### src/rtl/e203_dsp_cpa_seq.sv
// Sequential carry-propagate adder: resolves a DSP carry-save pair into a binary sum,
// CW bits per cycle, with valid/ready on both sides and a flush that kills the operation.
module e203_dsp_cpa_seq #(
    parameter int unsigned DW = 106,
    parameter int unsigned CW = 32
) (
    input  logic          clk,
    input  logic          rst,
    input  logic          i_valid,
    output logic          i_ready,
    input  logic [DW-1:0] i_c,
    input  logic [DW-1:0] i_s,
    input  logic          i_flush,
    output logic          o_valid,
    input  logic          o_ready,
    output logic [DW-1:0] o_res,
    output logic          o_cout
);

    localparam int unsigned NCH = (DW + CW - 1) / CW;
    localparam int unsigned LW  = DW - (NCH - 1) * CW;
    localparam int unsigned IW  = (NCH > 1) ? $clog2(NCH) : 1;

    typedef enum logic [1:0] {StIdle, StAdd, StDone} state_e;

    state_e        state_q, state_d;
    logic [DW-1:0] c_q, c_d, s_q, s_d, res_q, res_d;
    logic [IW-1:0] idx_q, idx_d;
    logic          cy_q, cy_d, cout_q, cout_d;

    logic [31:0]   shamt;
    logic [DW-1:0] cmask;
    logic [CW-1:0] c_ch, s_ch;
    logic [CW:0]   sum;

    always_comb begin
        shamt = 32'(idx_q) * CW;
        cmask = '0;
        cmask[CW-1:0] = '1;
        // Logical shift zero-fills, so the short last chunk sees zeros above LW.
        c_ch  = CW'(c_q >> shamt);
        s_ch  = CW'(s_q >> shamt);
        sum   = {1'b0, c_ch} + {1'b0, s_ch} + {{CW{1'b0}}, cy_q};
    end

    always_comb begin
        state_d = state_q;
        c_d     = c_q;
        s_d     = s_q;
        res_d   = res_q;
        idx_d   = idx_q;
        cy_d    = cy_q;
        cout_d  = cout_q;
        unique case (state_q)
            StIdle: begin
                if (i_valid && !i_flush) begin
                    state_d = StAdd;
                    c_d     = i_c;
                    s_d     = i_s;
                    idx_d   = '0;
                    cy_d    = 1'b0;
                end
            end
            StAdd: begin
                // Bits shifted past DW-1 (last-chunk carry) are truncated away.
                res_d = (res_q & ~(cmask << shamt)) | (DW'(sum[CW-1:0]) << shamt);
                if (idx_q == IW'(NCH - 1)) begin
                    cout_d  = sum[LW];
                    state_d = StDone;
                end else begin
                    idx_d = idx_q + 1'b1;
                    cy_d  = sum[CW];
                end
            end
            StDone: begin
                if (o_ready) state_d = StIdle;
            end
            default: state_d = StIdle;
        endcase
        if (i_flush) state_d = StIdle;
    end

    always_ff @(posedge clk or posedge rst) begin
        if (rst) begin
            state_q <= StIdle;
            c_q     <= '0;
            s_q     <= '0;
            res_q   <= '0;
            idx_q   <= '0;
            cy_q    <= 1'b0;
            cout_q  <= 1'b0;
        end else begin
            state_q <= state_d;
            c_q     <= c_d;
            s_q     <= s_d;
            res_q   <= res_d;
            idx_q   <= idx_d;
            cy_q    <= cy_d;
            cout_q  <= cout_d;
        end
    end

    assign i_ready = (state_q == StIdle);
    assign o_valid = (state_q == StDone);
    assign o_res   = res_q;
    assign o_cout  = cout_q;

endmodule

### config.mk
export PLATFORM = sky130hd
export DESIGN_NAME = e203_dsp_cpa_seq
export DESIGN_NICKNAME = d
export VERILOG_FILES = /design/src/rtl/e203_dsp_cpa_seq.sv
export SDC_FILE = /design/constraint.sdc
export NUM_CORES = 1
export LEC_CHECK = 0
export CORE_AREA = 5 5 147 219
export DETAILED_ROUTE_END_ITERATION = 6
export DIE_AREA = 0 0 152 224
export PLACE_DENSITY = 0.79
export SYNTH_ARGS = -nofsm -noshare
export SYNTH_HDL_FRONTEND = slang
export SYNTH_SLANG_ARGS = --single-unit
### constraint.sdc
create_clock -name clk -period 18.5 [get_ports clk]
set_input_delay 5.55 -clock clk [delete_from_list [all_inputs] [get_ports clk]]
set_output_delay 5.55 -clock clk [all_outputs]
set_load 0.02 [all_outputs]
==> results of run 1 <==
[layout make-up]
| cell class | instances | area, um^2 | area share [%] |
|---|---|---|---|
| Sequential cell | 324 | 8113 | 40.77 |
| Timing Repair Buffer | 337 | 3356 | 16.87 |
| Antenna cell | 10 | 25.02 | 0.1258 |
| Clock inverter | 22 | 405.4 | 2.037 |
| Tap cell | 400 | 500.5 | 2.515 |
| Multi-Input combinational cell | 763 | 6619 | 33.27 |
| Clock buffer | 36 | 814.5 | 4.094 |
| Inverter | 15 | 63.81 | 0.3207 |
[through the flow]
| stage | instances | area [um^2] | power, uW | setup WS [ns] |
|---|---|---|---|---|
| 6_report | 1907 | 19900 | 3548 | 10.78 |
| 5_1_grt | 1906 | 19890 | 3747 | 10.74 |
| 4_1_cts | 1897 | 19870 | 3564 | 10.85 |
| 3_5_place_dp | 1839 | 18650 | 2802 | 10.23 |
| 3_3_place_gp | 1839 | 18650 | 2746 | 10.26 |
| 2_1_floorplan | 1171 | 15030 | 2155 | 3.980 |
[state kept, by name (all words and copies together) (netlist names)]
signal	cells
s_q	106
c_q	106
cy_q	1
idx_q	2
o_cout	1
o_res	106
state_q	2
[worst reg2reg max path: stages (launching register included)]
cell and delay (ns):
dfrtp_4 0.84, buf_4 0.68, mux4_2 0.73, fa_1 0.44
inv_1 0.10, fa_1 0.21, nand2b_1 0.17, a211oi_1 0.12
nor4_1 0.55, o21ai_1 0.28, a31oi_1 0.38, o221ai_1 0.18
xnor2_1 0.30, o21ai_0 0.14
[placed cells by master, fill, tap and decap left out, types with 13 or more instances in the layout]
master / n
clkbuf_16: 31
ha_1: 35
mux2_2: 214
nand2_1: 85
dfrtp_1: 322
o21ai_0: 70
nor2_1: 34
nand3_1: 14
mux4_2: 20
clkdlybuf4s50_1: 325
a22o_1: 88
inv_1: 13
a21oi_1: 25
mux2i_1: 50
xnor2_1: 20
[routing by layer]
metal  global-route usage [%]  wire length, um  vias up
met1                    27.84            15660     5423
met2                    41.83            21780      368
met4                    10.39             1511        2
met5                        0               13        -
met3                    3.904             2208       81
li1                         -                -     4911
[final timing paths]
check	endpoint	cells after the start	slack, ns	start
max	s_q[75]$_DFFE_PP0P_	5	10.78	i_flush
min	o_res[28]$_DFFE_PP0P_	2	0.49	o_res[28]$_DFFE_PP0P_
max reg2reg	o_res[92]$_DFFE_PP0P_	13	13.28	idx_q[1]$_DFFE_PP0P_
min reg2reg	o_res[28]$_DFFE_PP0P_	2	0.49	o_res[28]$_DFFE_PP0P_
max in group asynchronous	c_q[14]$_DFFE_PP0P_	3	11.25	rst
min in group asynchronous	s_q[15]$_DFFE_PP0P_	2	5.58	rst
[power by group through the flow]
stage | clock, uW | combinational, uW | sequential (uW)
2_1_floorplan | 0 | 1010 | 1150
3_3_place_gp | 0 | 1680 | 1060
3_5_place_dp | 0 | 1730 | 1070
4_1_cts | 763 | 1740 | 1060
5_1_grt | 792 | 1870 | 1090
6_report | 751 | 1740 | 1060
[kinds of logic (layout without fill, tap and decap cells)]
logic type	count (synthesis)	count (layout)
adders and majority gates	37	37
buffers and inverters	84	410
xor gates and xnor gates	26	26
and+or+nand+nor	169	169
AOI/OAI and AO/OA	247	247
other	0	10
muxes	284	284
DFF	324	324
==> qor.json, run 1 <==
{
  "cts": {
    "ctsHoldBuffers": 0,
    "clkTransAtPathRegs_ns": 0.07,
    "post_cts_resize_count": 0,
    "total_clock_buffers_created_by_cts": 31,
    "clk_latency_ns": 0.57,
    "clock_path_buffers": 3,
    "tritoncts": "yes",
    "clock_tree.root_cell": "clkbuf_16",
    "tritoncts_num_sinks": 324,
    "post-cts-setup-buffers": 0,
    "number_of_h_tree_branching_levels": 1
  },
  "detailed_routing": {
    "routed_wire_length_mm": 41.17,
    "ant_nets": 0,
    "num_vias": 10790,
    "detailedRoute.firstPassIterationCount": 5,
    "routed_wire_length_per_instance_um": 21.59,
    "initialDrtViolationCount": 593,
    "vias_per_cell": 5.655,
    "detail_route.drc_violations": 0
  },
  "yosys": {
    "synth_top_family_by_area": "multiplexers",
    "ys_dominant_reg_cell": "dfrtp_1",
    "synth-edff-count": 0,
    "multiplexer_share_of_the_synthesized_area_pct": 22.35,
    "synth-adder-area-share_pct": 3.179,
    "yosysSeqAreaShare_pct": 53.93,
    "synth.most_common_cell": "dfrtp_1",
    "synthTopCellsByArea": "dfrtp_1, mux2_2, a22o_1",
    "post_synthesis_instance_total": 1171,
    "yosys_warnings": 0,
    "synthesis.nets": 1425,
    "post_synth_most_frequent_cells": "dfrtp_1, mux2_2, a22o_1, nand2_1, o21ai_0",
    "synth-async-reset-ratio_pct": 100.0,
    "synth_compound_gate_area_share_pct": 11.86,
    "synth_simple_gate_area_share_pct": 4.952,
    "synth_area_um2": 15030,
    "synth_top_cell_area_share_pct": 53.93,
    "netlist.top_cell.by_area": "dfrtp_1",
    "post_synth_xor_area_fraction_pct": 1.515,
    "yosys.cell_types.count": 54,
    "syn_area_per_cell_um2": 12.84,
    "synth-seq-cells": 324
  },
  "worst_setup_path": {
    "crit_slowest_cell": "buf_4",
    "path_max_fanout": 85,
    "crit_type": "primary input to flip-flop",
    "category_of_the_worst_setup_path_launch_point": "primary input",
    "arrival_ns": 8.18,
    "critical_path.top_delay_family": "buffers and inverters",
    "critPathRequiredTime_ns": 18.96,
    "timing.critical_path.cells": "clkdlybuf4s50_1 -> inv_1 -> and3_4 -> buf_4 -> mux2_2",
    "critical-path-max-stage-delay_ns": 0.91,
    "timing.critical_path.to_type": "flip-flop",
    "worst-path-buf-inv": 3
  },
  "timing": {
    "final_hold_vios": 0,
    "final_slew_viol_count": 0,
    "tightestPinTransition_ns": 1.135,
    "hold-worst-slack_ns": 0.4945,
    "final_period_minus_worst_setup_slack_ns": 7.720,
    "totalNegativeSetupSlack_ns": 0,
    "setup_viol": 0,
    "max_freq_mhz": 129.5,
    "timing.clock.skew_ns": 0.01621,
    "final_min_period_over_clock_period_pct": 41.73,
    "timing.slew.headroom_pct": 24.31,
    "rsz_0062_raised_after_global_routing": "false"
  },
  "placement": {
    "detailedPlacementHpwl_mm": 30.43,
    "io_buffers": 325,
    "gp_routability_congestion": 0.8374
  },
  "layout": {
    "layout.filler_cells": 2304,
    "share_of_final_layout_standard_cells_stronger_than_drive_strength_1_pct": 21.58,
    "synthToLayoutAreaGrowth_pct": 32.34,
    "nets": 1726,
    "finish.utilization_pct": 66.19
  },
  "pwr": {
    "power.leakage_uw": 0.008332,
    "power.share.switching_pct": 39.56,
    "power.sequential.fraction_pct": 29.9,
    "pwr_density_cell_nw_per_um2": 178.3,
    "clk_pwr_share_pct": 21.2,
    "p_int_uw": 2145,
    "netSwitchingPower_uw": 1404,
    "combinationalPowerShare_pct": 49.0,
    "ir_worst_vdd_uv": 87.38
  },
  "die": {
    "std_cell_rows": 78,
    "start_util_pct": 50.02,
    "die_area_um2": 34050,
    "die-width_um": 152,
    "ioPinCount": 326,
    "total_core_area_um2": 30060,
    "die_height_um": 224
  },
  "global_route": {
    "grt_pass1_vias": 11440,
    "grt_antenna_before_repair": 10,
    "grt_start_max_net_pins": 184,
    "grt_pass1_wl_mm": 63.71,
    "grt_remaining_overflow": 0,
    "global_route.usage.total_pct": 23.42
  },
  "outcome": {
    "run_status": "complete, no violations"
  },
  "worst_hold_path": {
    "worst_hold_path_type": "flip-flop to flip-flop"
  },
  "run": {
    "drv.max_cap_violation_count": 0
  }
}
No activity file was read; power rests on OpenSTA's default activity.
==> run 2, diff against run 1 <==
- CORE_AREA: 5 5 147 219 -> 5 5 154 230
- DIE_AREA: 0 0 152 224 -> 0 0 159 235
- PLACE_DENSITY: 0.79 -> 0.76
- clock period: 18.5 -> 6.3 ns (I/O delays scaled with it)
==> run 2 against run 1 <==
- global-route usage decreased by 0.95 points
- register-to-register slack got worse by 12 ns
- worst setup slack got worse by 9.4 ns
- utilization decreased by 6.5 points
- die area increased by 9.7%
- clock power increased to 2.6 times the previous value
- critical path depth increased by 9
- critical path type is now flip-flop to flip-flop
- highest routed layer unchanged
==> qor.json, run 2 (same netlist as run 1, synthesis figures left out) <==
{
  "outcome": {
    "run_status": "complete, no violations"
  },
  "worst_hold_path": {
    "worst_hold_path_type": "flip-flop to flip-flop"
  },
  "detailed_routing": {
    "routed_wire_length_per_instance_um": 22.58,
    "num_vias": 10870,
    "detail_route.drc_violations": 0,
    "vias_per_cell": 5.661,
    "ant_nets": 0,
    "initialDrtViolationCount": 724,
    "routed_wire_length_mm": 43.37,
    "detailedRoute.firstPassIterationCount": 5
  },
  "timing": {
    "final_hold_vios": 0,
    "final_slew_viol_count": 0,
    "rsz_0062_raised_after_global_routing": "false",
    "max_freq_mhz": 204.9,
    "totalNegativeSetupSlack_ns": 0,
    "timing.slew.headroom_pct": 37.65,
    "tightestPinTransition_ns": 0.9352,
    "final_period_minus_worst_setup_slack_ns": 4.881,
    "setup_viol": 0,
    "timing.clock.skew_ns": 0.01982,
    "final_min_period_over_clock_period_pct": 77.48
  },
  "pwr": {
    "p_int_uw": 6046,
    "clk_pwr_share_pct": 18.8,
    "combinationalPowerShare_pct": 50.6,
    "netSwitchingPower_uw": 4146,
    "power.sequential.fraction_pct": 30.6,
    "ir_worst_vdd_uv": 293.6,
    "power.share.switching_pct": 40.68,
    "pwr_density_cell_nw_per_um2": 515.0,
    "finalPower_uw": 10190,
    "power.leakage_uw": 0.008273
  },
  "global_route": {
    "global_route.usage.total_pct": 22.47,
    "grt_remaining_overflow": 0,
    "grt_pass1_wl_mm": 67.01,
    "grt_start_max_net_pins": 138,
    "grt_pass1_vias": 11510,
    "grt_antenna_before_repair": 4
  },
  "worst_setup_path": {
    "timing.critical_path.mode_cell": "o21ai_0",
    "reg2reg_depth": 14,
    "timing.critical_path.to_type": "flip-flop",
    "critical_path.startpoint": "idx_q[0]$_DFFE_PP0P_",
    "critical-path-max-stage-delay_ns": 0.79,
    "crit_slowest_cell": "dfrtp_2",
    "timing.critical_path.cells": "clkinv_1 -> nor2_4 -> buf_4 -> nand2_1 -> o21ai_0 -> ha_1 -> a211oi_1 -> o21ai_0 -> a221oi_1 -> nand2_1 -> o21ai_0 -> o21ai_1 -> or3b_2 -> nand3_1",
    "r2r_end": "o_res[31]$_DFFE_PP0P_",
    "worst_r2r_startpoint": "idx_q[0]$_DFFE_PP0P_",
    "arrival_ns": 5.37,
    "path_max_fanout": 26,
    "rrSetupSlack_ns": 1.42,
    "timing.critical_path.to": "o_res[31]$_DFFE_PP0P_",
    "crit_type": "flip-flop to flip-flop",
    "critPathRequiredTime_ns": 6.79,
    "category_of_the_worst_setup_path_launch_point": "flip-flop"
  },
  "die": {
    "std_cell_rows": 82,
    "total_core_area_um2": 33140,
    "die_height_um": 235,
    "ioPinCount": 326,
    "die_area_um2": 37370,
    "die-width_um": 159,
    "start_util_pct": 45.37
  },
  "layout": {
    "nets": 1730,
    "synthToLayoutAreaGrowth_pct": 31.62,
    "share_of_final_layout_standard_cells_stronger_than_drive_strength_1_pct": 21.48,
    "most_frequent_cells_in_the_layout": "clkdlybuf4s50_1, dfrtp_1, mux2_2, a22o_1, nand2_1",
    "layout_commonest_cell": "clkdlybuf4s50_1"
  },
  "cts": {
    "clkTransAtPathRegs_ns": 0.06,
    "total_clock_buffers_created_by_cts": 31,
    "number_of_h_tree_branching_levels": 1,
    "tritoncts_num_sinks": 324,
    "clock_tree.root_cell": "clkbuf_16",
    "clock_path_buffers": 3,
    "post-cts-setup-buffers": 0,
    "post_cts_resize_count": 0,
    "clk_latency_ns": 0.58,
    "ctsHoldBuffers": 0,
    "tritoncts": "yes"
  },
  "placement": {
    "gp_routability_congestion": 0.9233,
    "io_buffers": 325,
    "detailedPlacementHpwl_mm": 32.46
  },
  "run": {
    "drv.max_cap_violation_count": 0
  }
}
==> run 2: changes by cell type in the layout (fill, tap and decap cells not counted) <==
cell	change
inv_6	-1
diode_2	-8
clkbuf_8	+6
clkinvlp_4	+2
clkinv_4	-2
buf_12	+2
bufinv_16	-8
clkinv_2	-2
clkbuf_1	+3
buf_4	+2
==> run 2: through the flow <==
stage | instances | hold slack, ns | utilization [%] | area [um^2] | worst slack (ns)
after global routing | 1921 | 0.5135 | 59.71 | 19790 | 0.8896
final | 1921 | 0.5000 | 59.71 | 19790 | 1.419
after floorplan | 1171 | 0.4752 | - | 15040 | 0.08725
after global placement | 1863 | 0.4632 | 56.51 | 18730 | 1.507
after detailed placement | 1863 | 0.4819 | 56.51 | 18730 | 1.383
after CTS | 1919 | 0.4949 | 59.70 | 19780 | 1.341
==> run 2: worst min-delay path by stage <==
stage	from	endpoint	slack (ns)	cells after the start
2_1_floorplan	c_q[32]$_DFFE_PP0P_	c_q[32]$_DFFE_PP0P_	0.48	1
3_3_place_gp	o_res[33]$_DFFE_PP0P_	o_res[33]$_DFFE_PP0P_	0.46	2
3_5_place_dp	o_res[33]$_DFFE_PP0P_	o_res[33]$_DFFE_PP0P_	0.48	2
4_1_cts	o_res[33]$_DFFE_PP0P_	o_res[33]$_DFFE_PP0P_	0.49	2
5_1_grt	s_q[77]$_DFFE_PP0P_	s_q[77]$_DFFE_PP0P_	0.51	1
6_report	o_res[33]$_DFFE_PP0P_	o_res[33]$_DFFE_PP0P_	0.50	2
==> run 2: area by class of cell <==
class / count / area (um^2)
Tap cell: 420 / 525.5
Timing Repair Buffer: 341 / 3411
Clock buffer: 45 / 908.4
Multi-Input combinational cell: 763 / 6619
Clock inverter: 11 / 147.6
Fill cell: 2592 / 13350
Antenna cell: 2 / 5.005
Inverter: 15 / 60.06
Sequential cell: 324 / 8113
==> run 2: per-layer routing <==
layer / up-vias / global-route usage [%] / share of wire, %
met5: - / 0 / 0.078
met4: 4 / 9.545 / 4.2
met3: 95 / 4.646 / 6.7
met2: 416 / 38.72 / 51
met1: 5457 / 27.34 / 38
li1: 4902 / - / -
==> run 2: power groups by stage <==
stage | Combinational [uW] | Sequential [uW] | Clock [uW]
floorplan | 2960 | 3370 | 0
global placement | 5000 | 3140 | 0
detailed placement | 5120 | 3160 | 0
CTS | 5140 | 3130 | 1960
global route | 5530 | 3190 | 2040
finish | 5150 | 3120 | 1920
==> run 2: critical path, delay by kind of cell (launching register included) <==
kind	cells	cell delay, ns
compound gates	6	1.51
fa+ha+maj	1	0.33
buf+inv	2	0.80
flops	1	0.79
simple gates	5	1.37
==> run 3, diff against run 2 <==
- clock period: 6.3 -> 4.33 ns (I/O delays scaled with it)
==> run 3 against run 2 <==
- utilization up 0.59 points
- clock power is 48% higher
- clock-buffer cell count is 4 lower
- critical endpoint is now o_res[62]$_DFFE_PP0P_
==> qor.json, run 3 (same netlist as run 1, synthesis figures left out) <==
{
  "timing": {
    "final_period_minus_worst_setup_slack_ns": 4.140,
    "setup_viol": 0,
    "timing.slew.headroom_pct": 41.91,
    "timing.clock.skew_ns": 0.01935,
    "final_hold_vios": 0,
    "rsz_0062_raised_after_global_routing": "false",
    "final_min_period_over_clock_period_pct": 95.61,
    "final_slew_viol_count": 0,
    "max_freq_mhz": 241.5,
    "tightestPinTransition_ns": 0.8695
  },
  "worst_setup_path": {
    "worst-path-buf-inv": 2,
    "arrival_ns": 4.59,
    "critPathRequiredTime_ns": 4.78,
    "crit_slowest_cell": "nor4_1",
    "timing.critical_path.to_type": "flip-flop",
    "critical_path.top_delay_family": "compound AO/OA/AOI/OAI gates",
    "crit_type": "flip-flop to flip-flop",
    "timing.critical_path.mode_cell": "o21ai_0",
    "timing.critical_path.cells": "clkinv_1 -> nor2_4 -> buf_4 -> nand2_1 -> o21ai_0 -> ha_1 -> a21oi_1 -> o21ai_0 -> nor4_1 -> o21ai_1 -> a31oi_1 -> o31ai_1 -> xor2_1 -> a22o_1",
    "critical-path-max-stage-delay_ns": 0.64,
    "category_of_the_worst_setup_path_launch_point": "flip-flop",
    "path_max_fanout": 27
  },
  "pwr": {
    "pwr_density_cell_nw_per_um2": 750.4,
    "finalPower_uw": 15000,
    "power.leakage_uw": 0.008383,
    "ir_worst_vdd_uv": 419.2
  },
  "detailed_routing": {
    "detailedRoute.firstPassIterationCount": 5,
    "top_layer_used": "met5",
    "ant_nets": 0,
    "detailroute.wirelength.met2_mm": 22.04,
    "routed_wire_length_per_instance_um": 22.28,
    "detail_route.drc_violations": 0,
    "met3_length_mm": 2.628,
    "num_vias": 10910,
    "initialDrtViolationCount": 788,
    "routed_wire_length_mm": 43.13,
    "m1WireLength_mm": 16.64,
    "vias_per_cell": 5.633
  },
  "layout": {
    "final_cell_area_um2": 19990,
    "nets": 1745,
    "most_frequent_cells_in_the_layout": "clkdlybuf4s50_1, dfrtp_1, mux2_2, a22o_1, nand2_1",
    "layout_commonest_cell": "clkdlybuf4s50_1",
    "synthToLayoutAreaGrowth_pct": 32.93,
    "share_of_final_layout_standard_cells_stronger_than_drive_strength_1_pct": 22.31,
    "layout.filler_cells": 2601
  },
  "cts": {
    "tritoncts": "yes",
    "tritoncts_num_sinks": 324,
    "post_cts_resize_count": 0,
    "clock_path_buffers": 3,
    "clk_latency_ns": 0.57,
    "total_clock_buffers_created_by_cts": 31,
    "number_of_h_tree_branching_levels": 1,
    "clock_tree.root_cell": "clkbuf_16",
    "ctsHoldBuffers": 0,
    "post-cts-setup-buffers": 0,
    "clkTransAtPathRegs_ns": 0.06
  },
  "placement": {
    "detailed_place.area_um2": 18920,
    "detailedPlacementHpwl_mm": 32.79,
    "gp_routability_congestion": 0.9431,
    "io_buffers": 325
  },
  "global_route": {
    "grt_antenna_before_repair": 3,
    "global_route.usage.total_pct": 22.45,
    "grt_remaining_overflow": 0,
    "grt_pass1_wl_mm": 67.52,
    "grt_pass1_vias": 11730,
    "grt_start_max_net_pins": 61
  },
  "die": {
    "total_core_area_um2": 33140,
    "die-width_um": 159,
    "std_cell_rows": 82,
    "die_height_um": 235,
    "start_util_pct": 45.37,
    "die_area_um2": 37370,
    "ioPinCount": 326
  },
  "run": {
    "drv.max_cap_violation_count": 0
  },
  "worst_hold_path": {
    "worst_hold_path_type": "flip-flop to flip-flop"
  },
  "outcome": {
    "run_status": "complete, no violations"
  }
}
run 3: routing by layer:
metal  track usage [%]  vias up
met2             38.96      349
met1             27.17     5524
li1                  -     4940
met5                 0        -
met4             9.674        4
met3             4.400       89
run 3: area by class of cell:
class / instances / area (um^2) / share of cell area (%)
diodes: 1 / 2.502 / 0.01252
clock buffers: 41 / 853.3 / 4.270
clock inverters: 16 / 214.0 / 1.071
inverters: 15 / 60.06 / 0.3005
multi-input cells: 763 / 6619 / 33.12
flip-flops and latches: 324 / 8113 / 40.59
well taps: 420 / 525.5 / 2.629
repair buffers: 356 / 3598 / 18.01
run 3: metrics by stage:
stage | worst slack [ns] | hold WS (ns) | std cells | utilization (%) | TNS (ns)
6_report | 0.1900 | 0.4867 | 1936 | 60.31 | 0
2_1_floorplan | -1.292 | 0.4752 | 1171 | - | -418.53
3_3_place_gp | 0.4832 | 0.4727 | 1878 | 57.08 | 0
5_1_grt | 0.004377 | 0.5099 | 1936 | 60.31 | 0
4_1_cts | 0.3092 | 0.4844 | 1935 | 60.30 | 0
3_5_place_dp | 0.3495 | 0.4701 | 1878 | 57.08 | 0
run 3: final timing paths:
path                                  startpoint                     to  slack [ns]  cells past startpoint
setup / recovery            idx_q[0]$_DFFE_PP0P_  o_res[62]$_DFFE_PP0P_        0.19                     14
setup reg to reg            idx_q[0]$_DFFE_PP0P_  o_res[62]$_DFFE_PP0P_        0.19                     14
min in group asynchronous                    rst  o_res[28]$_DFFE_PP0P_        1.26                      2
max in group asynchronous                    rst  o_res[16]$_DFFE_PP0P_        2.28                      3
hold reg to reg            o_res[97]$_DFFE_PP0P_  o_res[97]$_DFFE_PP0P_        0.49                      2
hold / removal             o_res[97]$_DFFE_PP0P_  o_res[97]$_DFFE_PP0P_        0.49                      2
run 3: power by group:
part	total (uW)	internal [uW]	switching, uW
Combinational	7680	3300	4380
Sequential	4470	3920	549
Clock	2850	1680	1170
Total	15000	8900	6100
run 3: worst register-to-register path, cell delays in order, from the launching register on:
cell      delay, ns
dfrtp_2        0.42
clkinv_1       0.27
nor2_4         0.19
buf_4          0.30
nand2_1        0.10
o21ai_0        0.08
ha_1           0.35
a21oi_1        0.20
o21ai_0        0.19
nor4_1         0.64
o21ai_1        0.34
a31oi_1        0.34
o31ai_1        0.17
xor2_1         0.19
a22o_1         0.23
